**src/rtl/alu_seq_unit.sv**
```systemverilog
// alu_seq_unit: sequential ALU with a valid/ready request and result handshake.
// Single-cycle ops go straight to DONE. SLLV/SRLV shift one bit per EXEC cycle.
// Optional feature macro: ALU_SEQ_MUL_EN enables a shift-add MUL that takes
// WIDTH EXEC cycles. Without the macro, funct 011000 is an undefined op.
module alu_seq_unit #(
  parameter int WIDTH = 32,
  parameter int SHW   = $clog2(WIDTH)
) (
  input  logic             clk,
  input  logic             rst_n,
  input  logic             in_valid,
  output logic             in_ready,
  input  logic [1:0]       aluop,
  input  logic [5:0]       funct,
  input  logic [WIDTH-1:0] a,
  input  logic [WIDTH-1:0] b,
  output logic             out_valid,
  input  logic             out_ready,
  output logic [WIDTH-1:0] result,
  output logic             zero,
  output logic             err
);

  typedef enum logic [1:0] {IDLE, EXEC, DONE} state_t;
  typedef enum logic [3:0] {
    OP_ADD, OP_SUB, OP_AND, OP_OR, OP_SLT, OP_SLL, OP_SRL, OP_MUL, OP_BAD
  } op_t;

  state_t           state, state_next;
  op_t              op_dec, op_reg;
  logic [SHW-1:0]   cnt;
  logic [SHW-1:0]   shamt;
  logic             accept;
  logic             long_op;
  logic [WIDTH-1:0] load_val;
  logic [WIDTH-1:0] exec_val;
`ifdef ALU_SEQ_MUL_EN
  logic [WIDTH-1:0] mcand;
  logic [WIDTH-1:0] mplier;
`endif

  assign shamt  = b[SHW-1:0];
  assign accept = in_valid && (state == IDLE);

  // Decode aluop/funct into an internal operation code.
  always_comb begin
    op_dec = OP_BAD;
    if (aluop == 2'b00) begin
      op_dec = OP_ADD;
    end else if (aluop == 2'b01) begin
      op_dec = OP_SUB;
    end else begin
      case (funct)
        6'b100000: op_dec = OP_ADD;
        6'b100010: op_dec = OP_SUB;
        6'b100100: op_dec = OP_AND;
        6'b100101: op_dec = OP_OR;
        6'b101010: op_dec = OP_SLT;
        6'b000100: op_dec = OP_SLL;
        6'b000110: op_dec = OP_SRL;
`ifdef ALU_SEQ_MUL_EN
        6'b011000: op_dec = OP_MUL;
`endif
        default:   op_dec = OP_BAD;
      endcase
    end
  end

  // Multi-cycle ops are non-zero shifts and MUL; everything else finishes at accept.
  assign long_op = (((op_dec == OP_SLL) || (op_dec == OP_SRL)) && (shamt != '0)) ||
                   (op_dec == OP_MUL);

  // Value loaded into the result register at acceptance.
  always_comb begin
    load_val = '0;
    case (op_dec)
      OP_ADD:         load_val = a + b;
      OP_SUB:         load_val = a - b;
      OP_AND:         load_val = a & b;
      OP_OR:          load_val = a | b;
      OP_SLT:         load_val = {{(WIDTH-1){1'b0}}, ($signed(a) < $signed(b))};
      OP_SLL, OP_SRL: load_val = a;
      default:        load_val = '0;
    endcase
  end

  // Value the result register takes on each EXEC iteration.
  always_comb begin
    exec_val = result;
    case (op_reg)
      OP_SLL:  exec_val = result << 1;
      OP_SRL:  exec_val = result >> 1;
`ifdef ALU_SEQ_MUL_EN
      OP_MUL:  exec_val = mplier[0] ? (result + mcand) : result;
`endif
      default: exec_val = result;
    endcase
  end

  // State register.
  always_ff @(posedge clk or negedge rst_n) begin
    if (!rst_n) state <= IDLE;
    else        state <= state_next;
  end

  // Next-state and handshake outputs.
  always_comb begin
    state_next = state;
    in_ready   = 1'b0;
    out_valid  = 1'b0;
    case (state)
      IDLE: begin
        in_ready = 1'b1;
        if (in_valid) state_next = long_op ? EXEC : DONE;
      end
      EXEC: begin
        if (cnt == '0) state_next = DONE;
      end
      DONE: begin
        out_valid = 1'b1;
        if (out_ready) state_next = IDLE;
      end
      default: state_next = IDLE;
    endcase
  end

  // Datapath: capture operands at accept, iterate in EXEC, hold otherwise.
  // The counter is loaded with iterations-1 so it fits in SHW bits for both
  // shifts (up to WIDTH-1 steps) and MUL (WIDTH steps).
  always_ff @(posedge clk or negedge rst_n) begin
    if (!rst_n) begin
      result <= '0;
      zero   <= 1'b0;
      err    <= 1'b0;
      cnt    <= '0;
      op_reg <= OP_ADD;
`ifdef ALU_SEQ_MUL_EN
      mcand  <= '0;
      mplier <= '0;
`endif
    end else if (accept) begin
      result <= load_val;
      zero   <= (load_val == '0);
      err    <= (op_dec == OP_BAD);
      op_reg <= op_dec;
      cnt    <= (op_dec == OP_MUL) ? SHW'(WIDTH-1) : (shamt - SHW'(1));
`ifdef ALU_SEQ_MUL_EN
      mcand  <= a;
      mplier <= b;
`endif
    end else if (state == EXEC) begin
      result <= exec_val;
      zero   <= (exec_val == '0);
      cnt    <= cnt - SHW'(1);
`ifdef ALU_SEQ_MUL_EN
      mcand  <= mcand << 1;
      mplier <= mplier >> 1;
`endif
    end
  end

endmodule

```
**config.mk**
```make
export PLATFORM = sky130hd
export DESIGN_NAME = alu_seq_unit
export DESIGN_NICKNAME = d
export VERILOG_FILES = /design/src/rtl/alu_seq_unit.sv
export SDC_FILE = /design/constraint.sdc
export NUM_CORES = 1
export LEC_CHECK = 0
export CAP_MARGIN = 20
export CELL_PAD_IN_SITES_DETAIL_PLACEMENT = 1
export CELL_PAD_IN_SITES_GLOBAL_PLACEMENT = 2
export CORE_ASPECT_RATIO = 1.4
export CORE_MARGIN = 2
export CORE_UTILIZATION = 35
export CTS_CLUSTER_SIZE = 25
export DETAILED_ROUTE_END_ITERATION = 10
export GPL_TIMING_DRIVEN = 0
export PLACE_DENSITY_LB_ADDON = 0.1
export SLEW_MARGIN = 30
export SYNTH_ARGS = -nofsm -noshare
export SYNTH_HDL_FRONTEND = slang
export SYNTH_SLANG_ARGS = --single-unit
```
**constraint.sdc**
```tcl
create_clock -name clk -period 4.15 [get_ports clk]
set_input_delay 0.83 -clock clk [delete_from_list [all_inputs] [get_ports clk]]
set_output_delay 0.83 -clock clk [all_outputs]
set_load 0.02 [all_outputs]
```
==> impl_metrics.csv <==
group,metric,value,unit
outcome,outcome,"finished, final reports clean",
cts,clk_latency,0.30,ns
floorplanning,fp.dieW,133,microns
grt,met3_usage,2.22,%
final_layout,n_antenna_cell,0,
synth,synth_cell_types,86,
hold_path,hp-class,"reg -> reg",
drt,wirelength,37600,microns
place,io_buffers,110,
place,place_ws,-1.30,ns
drt,vias,9749,
grt,grt_pass1_vias,9805,
floorplanning,die-area,0.0246,sq mm
drt,wl_per_cell,23.5,microns
place,gp_congestion,0.947,
synth,async_flop_share,100,%
cts,clk_pin_slew,0.06,ns
grt,grt.busiest_layer,"met2",
pwr,p_comb_share,60.7,%
synth,syn-instance-count,1153,
cts,cts_hold_buf,0,
pwr,fin_total_pwr,3.18,mW
sta,slew_violations,0,
cts,clock_path_buffers,2,
grt,grt_max_degree,46,
synth,yosys_warnings,0,
sta,final_min_period_over_clock_period,98.3,%
sta,slew_headroom,39.3,%
final_layout,largest_reg_flops,32,
setup_path,cp.arrival,4.31,ns
sta,skew,0.00278,ns
setup_path,crit_path_end_kind,"flip-flop",
synth,synth_edf_count,0,
pwr,clkPwrFrac,15.3,%
sta,fmax,245,MHz
cts,cts_made_buffers,5,
setup_path,crit_path_max_incr_delay,0.62,ns
synth,synth.most_common_cell,"nand2_1",
pwr,p_per_area,292,mW/mm^2
grt,met1_usage,32.3,%
drt,first_iter_violations,463,
synth,syn-num-nets,1337,
cts,cts.sinks,45,
pwr,peakVddDrop,0.234,mV
drt,route.detailed.drc,0,
setup_path,crit_buf_inv,3,
cts,cts_root_buf,"clkbuf_16",
cts,h-tree-depth,2,
grt,grt_pass1_wl,56700,microns
drt,ant_nets,0,
grt,grt_overflow_total,0,
place,dpl.hpwl,30200,microns
final_layout,area_growth,32.9,%
sta,setup_viol,0,
setup_path,crit_path_max_fanout,8,
setup_path,path_cells,"clkdlybuf4s50_1 -> inv_1 -> ha_2 -> o211ai_1 -> buf_4 -> o21ai_4 -> a21oi_1 -> a21oi_2 -> a41oi_2 -> a211o_1 -> mux2i_1 -> o21ai_2 -> nor4_4 -> nand4_1 -> o21ai_1",
setup_path,start_kind,"primary input",
grt,grt_util_met2,58.0,%
sta,period_minus_slack,4.08,ns
grt,antenna_found_initial,0,
synth,ys_top_cells_by_area,"ha_1, dfrtp_1, nand2_1",
pwr,p_leak,4.67,nW
sta,hold_viol_final,0,
synth,synth-seq-cells,45,
synth,ys.flop_type,"dfrtp_1",
sta,setup_ws,0.0708,ns
pwr,internal_power,1.67,mW
drt,dr.pass1.iters,5,
setup_path,cp.required,4.38,ns
cts,cts_tree,"built",
floorplanning,start_util,35.4,%
synth,netlist_top_cells_count,"nand2_1, ha_1, inv_1",
synth,seq_area_frac_synth,13.8,%
synth,synth_top_area_cell,"ha_1",
floorplanning,io_pins,112,
drt,avgViaCountPerCell,6.09,
job,cap_violations,0,
setup_path,cpLargestDelayFamily,"compound AO/OA/AOI/OAI gates",
synth,synth_top_area_share,16.2,%
pwr,swShare,47.3,%
sta,worst_pin_slew,0.899,ns
setup_path,path_class,"in -> reg",
pwr,p_switching,1.50,mW
floorplanning,fp.coreArea,0.0231,sq mm
synth,synth_area,0.00818,sq mm
final_layout,drive_above_1_share,15.0,%
final_layout,fin_nets,1479,
grt,grt_usage,29.7,%
floorplanning,num_rows,66,
floorplanning,die_h,185,microns
setup_path,slowest_stage,"clkdlybuf4s50_1",
final_layout,fillers,2901,
pwr,pwr-share-seq,24.0,%
synth,syn_avg_cell_area,7.10,sq um
[cells in the final DEF, fill, tap and decap left out, types with 11 or more instances in the layout]
master             n
nand4_1           14
clkbuf_1          27
a21oi_1           72
nor2b_1           13
nand3_1           14
o21ai_0           64
ha_1              97
xnor2_1           16
nor4_1            11
nor2_1            90
buf_4             40
a211oi_2          11
nand2_1          149
a22oi_1           53
nor3_1            18
o211ai_1          28
a221o_1           16
a211oi_1          14
a21oi_2           13
o21ai_1           11
dlymetal6s2s_1    13
inv_1             93
dfrtp_1           45
nand2b_1          14
clkdlybuf4s50_1   91
[worst paths after layout]
| path | startpoint | end | slack (ns) | cells after the start |
|---|---|---|---|---|
| hold reg to reg | err$_DFFE_PN0P_ | err$_DFFE_PN0P_ | 0.49 | 2 |
| min in group asynchronous | rst_n | cnt[4]$_DFFE_PN0P_ | 0.52 | 1 |
| setup reg to reg | op_reg[3]$_DFFE_PN0P_ | zero$_DFFE_PN0P_ | 1.19 | 11 |
| setup / recovery | b[4] | zero$_DFFE_PN0P_ | 0.07 | 15 |
| max in group asynchronous | rst_n | result[16]$_DFFE_PN0P_ | 3.22 | 1 |
| hold / removal | err$_DFFE_PN0P_ | err$_DFFE_PN0P_ | 0.49 | 2 |
[tightest hold or removal path, cell delays in order, from the launching register on]
cell     delay [ns]
dfrtp_1        0.35
nand2_1        0.05
nand2_1        0.06
[final cells by class]
class,count,area [sq um],area share [%]
flip-flops and latches,45,1130,10.4
clock inverters,2,37.5,0.345
plain buffers,63,363,3.34
multi-input cells,941,7110,65.3
repair buffers,141,1350,12.4
clock buffers,6,139,1.28
well taps,306,383,3.52
inverters,98,370,3.41
[through the flow]
stage	cells	instance area [sq um]	hold WS, ns	util (%)	TNS (ns)
6_report	1602	10900	0.489	47.0	0
5_1_grt	1602	10900	0.546	47.0	-0.0404
4_1_cts	1583	10200	0.500	44.3	0
3_5_place_dp	1569	9670	0.484	41.8	-21.89
3_3_place_gp	1569	9670	0.458	41.8	-21.99
2_1_floorplan	1153	8180	0.445	-	0
[cell families after synthesis]
logic type	synth area share [%]
xor gates and xnor gates	1.93
buffers and inverters	8.36
DFF	13.8
and+or+nand+nor	23.0
adders and majority gates	16.7
AOI/OAI and AO/OA	35.8
muxes	0.489
[power by group through the flow]
stage / combinational, mW / clock (mW) / sequential [mW]
3_3_place_gp: 1.69 / 0 / 0.763
3_5_place_dp: 1.71 / 0 / 0.767
2_1_floorplan: 0.891 / 0 / 0.835
6_report: 1.93 / 0.486 / 0.763
5_1_grt: 2.08 / 0.508 / 0.781
4_1_cts: 1.80 / 0.491 / 0.759
[what timing repair did]
item,4_1_cts,5_1_grt
gates cloned,0,0
pin swaps,13,33
gates resized for setup,87,110
setup buffers,10,21
endpoints found under the setup margin,26,7
[metal layers]
layer | part of all wire (%) | wire, microns | vias up
met5 | 0 | 0 | -
met4 | 5.2 | 1940 | 0
met3 | 3.5 | 1310 | 107
met2 | 53 | 19800 | 304
met1 | 39 | 14600 | 4813
li1 | - | - | 4525
(Power assumes the default switching activity.)
